### src/rtl/btb_pkg.sv
// Shared definitions for the BTB update path: update kinds, default widths,
// classification outcomes and the {kind, pc, bta} update-entry layout.
package btb_pkg;

  localparam logic [1:0] UPD_INSERT     = 2'b01;
  localparam logic [1:0] UPD_INVALIDATE = 2'b10;

  localparam int W_PC_DEFAULT  = 8;
  localparam int W_BTA_DEFAULT = 32;
  localparam int W_KIND        = 2;

  // Outcome of comparing a resolved branch against its fetch-time prediction
  typedef enum logic [1:0] {
    CLS_CORRECT    = 2'd0,
    CLS_INSERT     = 2'd1,
    CLS_INVALIDATE = 2'd2
  } cls_e;

  // Update entry is packed MSB-first as {kind, pc, bta}
  function automatic int upd_entry_w(input int w_pc, input int w_bta);
    return W_KIND + w_pc + w_bta;
  endfunction

endpackage

### src/rtl/btb_upd_fifo.sv
// Pending-update FIFO for the BTB write port. Power-of-two depth, pointers
// wrap naturally. ovr_i rewrites the newest (tail) entry in place instead of
// allocating, which is what update coalescing uses.
module btb_upd_fifo #(
  parameter int WIDTH = 42,
  parameter int DEPTH = 2
) (
  input  logic                     clk,
  input  logic                     rst_ni,
  input  logic                     push_i,
  input  logic                     pop_i,
  input  logic                     ovr_i,
  input  logic [WIDTH-1:0]         wdata_i,
  output logic [WIDTH-1:0]         head_o,
  output logic [WIDTH-1:0]         tail_o,
  output logic                     full_o,
  output logic                     empty_o,
  output logic [$clog2(DEPTH):0]   count_o
);

  localparam int AW = (DEPTH > 1) ? $clog2(DEPTH) : 1;

  logic [WIDTH-1:0] mem_q [DEPTH];
  logic [AW-1:0]    wr_ptr_q, wr_ptr_d;
  logic [AW-1:0]    rd_ptr_q, rd_ptr_d;
  logic [AW:0]      count_q, count_d;
  logic [AW-1:0]    tail_ptr;
  logic             do_push, do_pop, do_ovr;

  assign full_o   = (count_q == (AW+1)'(DEPTH));
  assign empty_o  = (count_q == '0);
  assign count_o  = count_q;
  assign do_push  = push_i && !full_o;
  assign do_pop   = pop_i && !empty_o;
  assign do_ovr   = ovr_i && !empty_o && !do_push;
  assign tail_ptr = wr_ptr_q - AW'(1);
  assign head_o   = mem_q[rd_ptr_q];
  assign tail_o   = mem_q[tail_ptr];

  // Pointer and occupancy next state; simultaneous push and pop keep the count
  always_comb begin
    wr_ptr_d = wr_ptr_q;
    rd_ptr_d = rd_ptr_q;
    count_d  = count_q;
    if (do_push) wr_ptr_d = wr_ptr_q + AW'(1);
    if (do_pop)  rd_ptr_d = rd_ptr_q + AW'(1);
    case ({do_push, do_pop})
      2'b10:   count_d = count_q + (AW+1)'(1);
      2'b01:   count_d = count_q - (AW+1)'(1);
      default: count_d = count_q;
    endcase
  end

  // Control state; reset empties the queue and discards pending updates
  always_ff @(posedge clk or negedge rst_ni) begin
    if (!rst_ni) begin
      wr_ptr_q <= '0;
      rd_ptr_q <= '0;
      count_q  <= '0;
    end else begin
      wr_ptr_q <= wr_ptr_d;
      rd_ptr_q <= rd_ptr_d;
      count_q  <= count_d;
    end
  end

  // Entry storage; contents are only meaningful while occupied, so no reset
  always_ff @(posedge clk) begin
    if (do_push)     mem_q[wr_ptr_q] <= wdata_i;
    else if (do_ovr) mem_q[tail_ptr] <= wdata_i;
  end

endmodule

### src/rtl/btb_update_unit.sv
// BTB update unit: classifies each resolved branch against its fetch-time
// BTB prediction, pulses flush with the corrected fetch address on a
// mispredict, counts mispredicts, and queues INSERT/INVALIDATE writes to the
// BTB through a small FIFO with a valid/ready port.
// Optional build macro: BTB_UPD_COALESCE_EN -- an update to the same pc as
// the newest queued entry rewrites that entry instead of taking a new slot.
module btb_update_unit
  import btb_pkg::*;
#(
  parameter int W_PC       = W_PC_DEFAULT,
  parameter int W_BTA      = W_BTA_DEFAULT,
  parameter int FIFO_DEPTH = 2
) (
  input  logic             clk,
  input  logic             reset,
  input  logic             ex_valid,
  input  logic [W_PC-1:0]  ex_pc,
  input  logic [W_BTA-1:0] ex_pc_plus4,
  input  logic             ex_taken,
  input  logic [W_BTA-1:0] ex_target,
  input  logic             ex_pred_hit,
  input  logic [W_BTA-1:0] ex_pred_bta,
  output logic             flush,
  output logic [W_BTA-1:0] redirect_pc,
  output logic             stall,
  output logic             upd_valid,
  input  logic             upd_ready,
  output logic [1:0]       upd_kind,
  output logic [W_PC-1:0]  upd_pc,
  output logic [W_BTA-1:0] upd_bta,
  output logic [15:0]      mispred_cnt
);

  localparam int W_ENT = upd_entry_w(W_PC, W_BTA);
  localparam int W_CNT = $clog2(FIFO_DEPTH) + 1;

  cls_e             cls;
  logic             mispred;
  logic [W_BTA-1:0] redir_target;
  logic [1:0]       ent_kind;
  logic [W_BTA-1:0] ent_bta;

  logic             flush_q, flush_d;
  logic [W_BTA-1:0] redirect_q, redirect_d;
  logic [15:0]      cnt_q, cnt_d;

  logic [W_ENT-1:0] enq_entry, head_entry, tail_entry;
  logic             fifo_full, fifo_empty;
  logic [W_CNT-1:0] fifo_count;
  logic             enq, push, pop, overwrite;
  logic             unused_fifo;

  // Compare the actual outcome with what fetch predicted
  always_comb begin
    cls = CLS_CORRECT;
    if (ex_valid) begin
      if (ex_taken) begin
        if (!ex_pred_hit || (ex_pred_bta != ex_target)) cls = CLS_INSERT;
      end else if (ex_pred_hit) begin
        cls = CLS_INVALIDATE;
      end
    end
  end

  assign mispred      = (cls != CLS_CORRECT);
  assign redir_target = (cls == CLS_INVALIDATE) ? ex_pc_plus4 : ex_target;
  assign ent_kind     = (cls == CLS_INVALIDATE) ? UPD_INVALIDATE : UPD_INSERT;
  assign ent_bta      = (cls == CLS_INVALIDATE) ? '0 : ex_target;

  // Flush pulse, held redirect address and saturating mispredict count
  always_comb begin
    flush_d    = mispred;
    redirect_d = mispred ? redir_target : redirect_q;
    cnt_d      = (mispred && (cnt_q != 16'hFFFF)) ? cnt_q + 16'd1 : cnt_q;
  end

  // Registered mispredict outputs
  always_ff @(posedge clk or negedge reset) begin
    if (!reset) begin
      flush_q    <= 1'b0;
      redirect_q <= '0;
      cnt_q      <= '0;
    end else begin
      flush_q    <= flush_d;
      redirect_q <= redirect_d;
      cnt_q      <= cnt_d;
    end
  end

  assign flush       = flush_q;
  assign redirect_pc = redirect_q;
  assign mispred_cnt = cnt_q;

  // A mispredict while the queue is full still flushes but its update is lost
  assign enq       = mispred && !stall;
  assign enq_entry = {ent_kind, ex_pc, ent_bta};
  assign pop       = upd_valid && upd_ready;

`ifdef BTB_UPD_COALESCE_EN
  // Rewrite the newest entry for a repeated pc, unless that entry is the
  // head leaving this cycle -- then the new update needs its own slot
  assign overwrite = enq && !fifo_empty
                     && (tail_entry[W_BTA +: W_PC] == ex_pc)
                     && !((fifo_count == W_CNT'(1)) && pop);
`else
  assign overwrite = 1'b0;
`endif

  assign push        = enq && !overwrite;
  assign unused_fifo = ^{tail_entry, fifo_count};

  btb_upd_fifo #(
    .WIDTH (W_ENT),
    .DEPTH (FIFO_DEPTH)
  ) u_fifo (
    .clk     (clk),
    .rst_ni  (reset),
    .push_i  (push),
    .pop_i   (pop),
    .ovr_i   (overwrite),
    .wdata_i (enq_entry),
    .head_o  (head_entry),
    .tail_o  (tail_entry),
    .full_o  (fifo_full),
    .empty_o (fifo_empty),
    .count_o (fifo_count)
  );

  // Head entry drives the BTB port; fields read as zero when nothing is queued
  assign stall     = fifo_full;
  assign upd_valid = !fifo_empty;
  assign upd_kind  = fifo_empty ? 2'b00 : head_entry[W_ENT-1 -: 2];
  assign upd_pc    = fifo_empty ? '0 : head_entry[W_BTA +: W_PC];
  assign upd_bta   = fifo_empty ? '0 : head_entry[W_BTA-1:0];

endmodule

### config.mk
export PLATFORM = sky130hd
export DESIGN_NAME = btb_update_unit
export DESIGN_NICKNAME = d
export VERILOG_FILES = /design/src/rtl/btb_pkg.sv /design/src/rtl/btb_upd_fifo.sv /design/src/rtl/btb_update_unit.sv
export SDC_FILE = /design/constraint.sdc
export NUM_CORES = 1
export LEC_CHECK = 0
export CAP_MARGIN = 20
export CORE_MARGIN = 2
export CORE_UTILIZATION = 50
export DETAILED_ROUTE_END_ITERATION = 10
export GPL_ROUTABILITY_DRIVEN = 1
export HOLD_SLACK_MARGIN = 0.05
export PLACE_DENSITY = 0.84
export SETUP_SLACK_MARGIN = 0.05
export SLEW_MARGIN = 20
export SYNTH_ARGS = -nofsm -noshare
export SYNTH_HDL_FRONTEND = slang
export SYNTH_SLANG_ARGS = --single-unit
export TNS_END_PERCENT = 10
### constraint.sdc
create_clock -name clk -period 7.33 [get_ports clk]
set_clock_uncertainty 0.1 [all_clocks]
set_input_delay 1.0995 -clock clk [delete_from_list [all_inputs] [get_ports clk]]
set_output_delay 1.0995 -clock clk [all_outputs]
set_load 0.01 [all_outputs]
# After elaboration in Yosys (flattened, before gate mapping)
# Memories as Yosys holds them, arrays and structs flattened.
# Index checks and enable logic that the tools add are counted.
[word_totals] register_bits=53 latch_bits=0 ram_bits=84 romBits=0 input_bits=110 out_inout_bits=93 wordCells=43 n_memories=1
[op_classes] addsub=5 mul=0 n_div=0 n_lt_le_gt_ge=0 eq_ne=6 shift=0 n_mux=13 bitwise_logic=0 reduce_logical=12
[memory_table] memory="u_fifo.mem_q" depth=2 word_bits=42 rd=1 rd_ports_with_merged_regs=0 write_ports=1 line="btb_upd_fifo.sv:23" text="logic [WIDTH-1:0] mem_q [DEPTH];"
[op_table] op="32-bit 2-to-1 mux" n=3
[op_table] op="32-bit != test" n=1
[op_table] op="16-bit by 1-bit adder with 16-bit output, second input constant" n=1
[op_table] op="16-bit != test, second input constant" n=1
[op_table] op="2-bit 2-to-1 mux" n=5
[op_table] op="8-bit 2-to-1 mux" n=1
[op_table] op="2-bit == test, second input constant" n=3
[op_table] op="1-bit logical AND" n=5
[op_table] op="2-bit case mux with 2 select lines" n=1
[op_table] op="2-bit nonzero test" n=2
[op_table] op="1-bit zero test" n=3
[op_table] op="1-bit 2-to-1 mux" n=3
[op_table] op="1-bit adder, second input constant" n=2
[op_table] op="2-bit by 1-bit adder with 2-bit output, second input constant" n=1
[op_table] op="2-bit by 1-bit == test with 1-bit output, second input constant" n=1
[op_table] op="2-bit zero test" n=1
[op_table] op="2-bit by 1-bit subtractor with 2-bit output, second input constant" n=1
[op_table] op="1-bit logical OR" n=1

# Logic depth before layout (Yosys ltp)
[depth] word_depth=10 depth_mapped=11 depth_no_buf=10

# Modules after synthesis
# Synthesis repeated with hierarchy kept, for this count alone.
[hier_totals] hier_cells=523 area_unflattened_um2=6994.2
[by_module_without_submodules] module="btb_upd_fifo" instances=1 cells_per_inst=197 area_per_inst_um2=3807.4
[by_module_without_submodules] module="btb_update_unit" instances=1 cells_per_inst=326 area_per_inst_um2=3186.8

# Worst setup path before layout
# No wires, ideal clock.
[synth_timing] path_kind="input to register" startpoint="input port ex_target[5]" endpoint="memory u_fifo.mem_q[0][0] (enable)" setup_ps=442 arrival_time_ps=3917 t_required_ps=6788 setup_slack_ps=2871 path_stages=8 path_buffers=1 path_cell_list="inv_1 -> o2111a_1 -> and3_1 -> nand4_2 -> a31oi_4 -> or2_2 -> buf_2 -> nor2_1"
[synth_between] elab_chain_len=10
[synth_rtl] element="start: declaration" line="btb_update_unit.sv:20" text="input logic [W_BTA-1:0] ex_target,"
[synth_rtl] element="32-bit != test" line="btb_update_unit.sv:58" text="if (!ex_pred_hit || (ex_pred_bta != ex_target)) cls = CLS_INSERT;"
[synth_rtl] element="1-bit logical OR" line="btb_update_unit.sv:58"
[synth_rtl] element="1-bit 2-to-1 mux" line="btb_update_unit.sv:58"
[synth_rtl] element="2-bit 2-to-1 mux" line="btb_update_unit.sv:57" text="if (ex_taken) begin"
[synth_rtl] element="2-bit 2-to-1 mux" line="btb_update_unit.sv:56" text="if (ex_valid) begin"
[synth_rtl] element="2-bit nonzero test" line="btb_update_unit.sv:65" text="assign mispred = (cls != CLS_CORRECT);"
[synth_rtl] element="1-bit logical AND" line="btb_update_unit.sv:95" text="assign enq = mispred && !stall;"
[synth_rtl] element="1-bit logical AND" line="btb_upd_fifo.sv:33" text="assign do_push = push_i && !full_o;"
[synth_rtl] element="1-bit 2-to-1 mux" line="btb_upd_fifo.sv:69" text="if (do_push) mem_q[wr_ptr_q] <= wdata_i;"
[synth_rtl] element="1-bit 2-to-1 mux (implied by the code)" line="btb_upd_fifo.sv:69"
[synth_rtl] element="end: declaration" line="btb_upd_fifo.sv:23"
# Every way passes these cells.

# Worst setup path after layout
[layout_timing] startpoint="input port ex_taken" endpoint="memory u_fifo.mem_q[0][23] (enable)"
[layout_between] elab_chain_len=7
[layout_rtl] element="start: declaration" line="btb_update_unit.sv:19" text="input logic ex_taken,"
[layout_rtl] element="2-bit 2-to-1 mux" line="btb_update_unit.sv:57"
[layout_rtl] element="2-bit 2-to-1 mux" line="btb_update_unit.sv:56"
[layout_rtl] element="2-bit nonzero test" line="btb_update_unit.sv:65"
[layout_rtl] element="1-bit logical AND" line="btb_update_unit.sv:95"
[layout_rtl] element="1-bit logical AND" line="btb_upd_fifo.sv:33"
[layout_rtl] element="1-bit 2-to-1 mux" line="btb_upd_fifo.sv:69"
[layout_rtl] element="1-bit 2-to-1 mux (implied by the code)" line="btb_upd_fifo.sv:69"
# Every way passes these cells.

==> summary.md <==
| Metric | Value |
|---|---|
| M1 wire length | approximately 6.3 mm |
| Crit path DAT | 3.83 ns |
| Hold_sp | redirect_pc[6]$_DFFE_PN0P_ |
| Nets | 814 |
| Final GP Congestion | 0.833 |
| Post-synth EDFFs | 84 |
| Hold endpoint | redirect_pc[6]$_DFFE_PN0P_ |
| Die area | about 13000 sq um |
| Yosys warnings | 0 |
| CP max FO | 38 |
| Clk sink count | 137 |
| Tot GR Track Use | 0.261 |
| Residual DRC count | 0 |
| Syn Inst Count | 499 |
| Worst EP required | roughly 7.3 ns |
| Share of the synthesized area in the top cell type | 0.412 |
| Status | completed |
| Pre-antenna DRT Iters | 5 |
| Synthesized flop and latch total | 137 |
| Syn Area/Cell | between 10 and 15 sq um |
| Primary FF master, synth | edfxtp_1 |
| Post_cts resized | 0 |
| Vias in the first global route | 4861 |
| WS Path Type | in2reg |
| Storage element area | 3850 sq um |
| Core Area | about 12000 sq um |
| Max-slew violations | 0 |
| HPWL after DPL | roughly 12 mm |
| Main combinational cell family by area after synthesis | simple AND/OR/NAND/NOR gates |
| Highest routed layer | met4 |
| Syn_nets | between 600 and 700 |
| Final Cycle Share | 0.522 |
| Hold Crit Class | reg2reg |
| LEAKAGE | 3.56 nW |
| Count of final hold-check violations | 0 |
| RSZ-0062 raised after global routing | no |
| Final setup fails | 0 |
| Worst hold path depth | 2 |
| R2R depth | 6 |
| Final worst slack | approximately 3.5 ns |
| Die Y | 115 um |
| Met3 routed WL | about 1.4 mm |
| Maximum buffer depth of the clock tree | 2 |
| Starting Density | 0.512 |
| Area occupied by multi-input gates | around 2100 sq um |
| RR Endpoint | u_fifo.count_o[1]$_DFFE_PN0P_ |
| Mux share of post-synthesis cell area | 0.0754 |
| Adder-Cell Fraction of Synth Area | 0.00409 |
| Synth Area in Simple Gates | 0.153 |
| Post-synthesis xor/xnor area fraction | 0.0615 |
| Achievable Freq | between 0.2 and 0.3 GHz |
| Root buffer cell | clkbuf_16 |
| IO Port Bufs | 202 |
| Die W | 115 um |
| Compound-gate portion of the synthesized area | 0.0509 |
| WL met2 | 8.46 mm |
| Worst skew pair latency | 0.41 ns |
| Maxcap violations | 0 |
| CTS tree | built |
| Hold Buf Count CTS | 0 |
| GR Overflow Total | 0 |
| CTS Buf Count | 17 |
| Reg clk slew, reported paths | 0.06 ns |
| Reg2reg setup slack | 4.85 ns |
| Largest net degree at the start of global routing | 54 |
| Synthesis-to-finish area growth | 45.0% |
| Setup Fix Bufs, Post-CTS | 0 |
| First-pass GRT wire length | between 20 and 30 mm |
| CP endpoint kind | register |
| Drt initial violations | 237 |
| Vias | 4681 |
| # diodes | 0 |
| H-tree depth | 4 |
| I/O Pins | around 200 |
| Register area share after synthesis | 0.629 |
| Total Routed Length | 16.6 mm |
| Layout cells sized above 1 | 0.0741 |
| Async SR Flop Fraction | 0.387 |
| Vias per cell | 5.43 |
| Max VDD drop | 0.000206 V |
| Fill count | 809 |
| PD cells | 325 nW/um^2 |
| Count of different cell masters after synthesis | 40 |
| Main area contributors after synthesis | edfxtp_1 41%, dfrtp_1 22%, mux2i_1 6.9%, nand2_1 4.3%, xnor2_1 4.1% |
| Synth Cell Area | 6120 sq um |
| Startpoint types | input pin |
| Min cycle time layout | approximately 3.8 ns |
| Final ANT Viol Nets | 0 |
| Pre-CTS WS | 2.85 ns |
| Most frequent cells in the layout | 201 x clkdlybuf4s50_1, 84 x edfxtp_1, 70 x nand2_1 |
| Initial antenna violation count | 0 |
| Final TNS setup | 0 ns |
| Measured slew at the worst slew-check pin | around 0.95 ns |
| Area leader, netlist | edfxtp_1 |
| Most common cell after layout, fill and taps aside | clkdlybuf4s50_1 |
| RR Startpoint | u_fifo.count_o[0]$_DFFE_PN0P_ |
| Rel. slew slack | 0.363 |
| Row count | 40 |
| WL/cell | 19.3 um |
==> final cells by class <==
| type | instances | share of cell area |
|---|---|---|
| multi-input cells | 326 | 0.240 |
| flip-flops and latches | 137 | 0.434 |
| inverters | 11 | 0.00465 |
| clock inverters | 11 | 0.00761 |
| repair buffers | 209 | 0.238 |
| clock buffers | 21 | 0.0555 |
| well taps | 147 | 0.0207 |
==> synthesized netlist by cell type (3+ instances only) <==
master,instances
and2_1,30
nand2b_1,4
nor2_1,52
buf_1,3
nand3_1,7
inv_1,10
buf_2,4
nor4_1,6
nor3_1,6
nand2_1,70
clkbuf_1,13
a22oi_1,32
buf_4,4
dfrtp_1,53
mux2i_1,42
xnor2_1,29
nor2b_1,4
xor2_1,14
edfxtp_1,84
and3_1,3
nand4_1,7
==> metrics by stage <==
step | total power, mW | instances | hold slack, ns | util | area (sq um)
after CTS | 2.89 | 860 | 0.370 | 0.738 | 8820
after detailed placement | 2.10 | 828 | 0.358 | 0.691 | 8260
final | 2.89 | 862 | 0.368 | 0.742 | 8880
after global placement | 2.07 | 828 | 0.351 | 0.691 | 8260
after global routing | 3.02 | 862 | 0.382 | 0.742 | 8880
after floorplan | 1.54 | 499 | 0.356 | - | 6120
==> worst max-delay path, stage by stage <==
cell and delay, ns:
clkdlybuf4s50_1 0.46, nand3b_1 0.18, buf_4 0.23, inv_2 0.57
a31oi_4 0.05, or2_2 0.39, nor2_4 0.55, buf_16 0.25
==> flip-flops by register name, indices dropped and copies added (netlist names) <==
register and count:
u_fifo.count_o 2, u_fifo.wr_ptr_q 1, redirect_pc 32, u_fifo.mem_q 84, flush 1, mispred_cnt 16
u_fifo.rd_ptr_q 1
==> worst max-delay path by stage <==
stage / to / depth (start not counted) / startpoint / slack (ns)
2_1_floorplan: u_fifo.mem_q[0][0]$_DFFE_PP_ / 8 / ex_target[5] / 2.87
6_report: u_fifo.mem_q[0][23]$_DFFE_PP_ / 8 / ex_taken / 3.50
3_5_place_dp: u_fifo.mem_q[1][36]$_DFFE_PP_ / 7 / ex_taken / 2.85
4_1_cts: u_fifo.mem_q[1][13]$_DFFE_PP_ / 7 / ex_taken / 3.27
3_3_place_gp: u_fifo.mem_q[0][14]$_DFFE_PP_ / 7 / ex_taken / 2.90
5_1_grt: u_fifo.mem_q[0][23]$_DFFE_PP_ / 8 / ex_taken / 3.35
==> cell families (layout without fill, tap and decap cells) <==
kind of cell               after synthesis  after routing
AOI/OAI and AO/OA                       38             38
and+or+nand+nor                        198            198
xor gates and xnor gates                43             43
buffers and inverters                   36            252
adders and majority gates                2              2
muxes                                   45             45
DFF                                    137            137
==> power breakdown <==
part	switching (mW)	internal (mW)	total [mW]
combinational	0.472	0.544	1.02
clock	0.306	0.479	0.785
sequential	0.109	0.977	1.09
==> layer usage <==
layer  track usage  up-vias
li1              -     2167
met1         0.306     2279
met2         0.449      200
met3        0.0768       35
met4         0.108        0
met5             0        -
No activity file was read; power rests on OpenSTA's default activity.
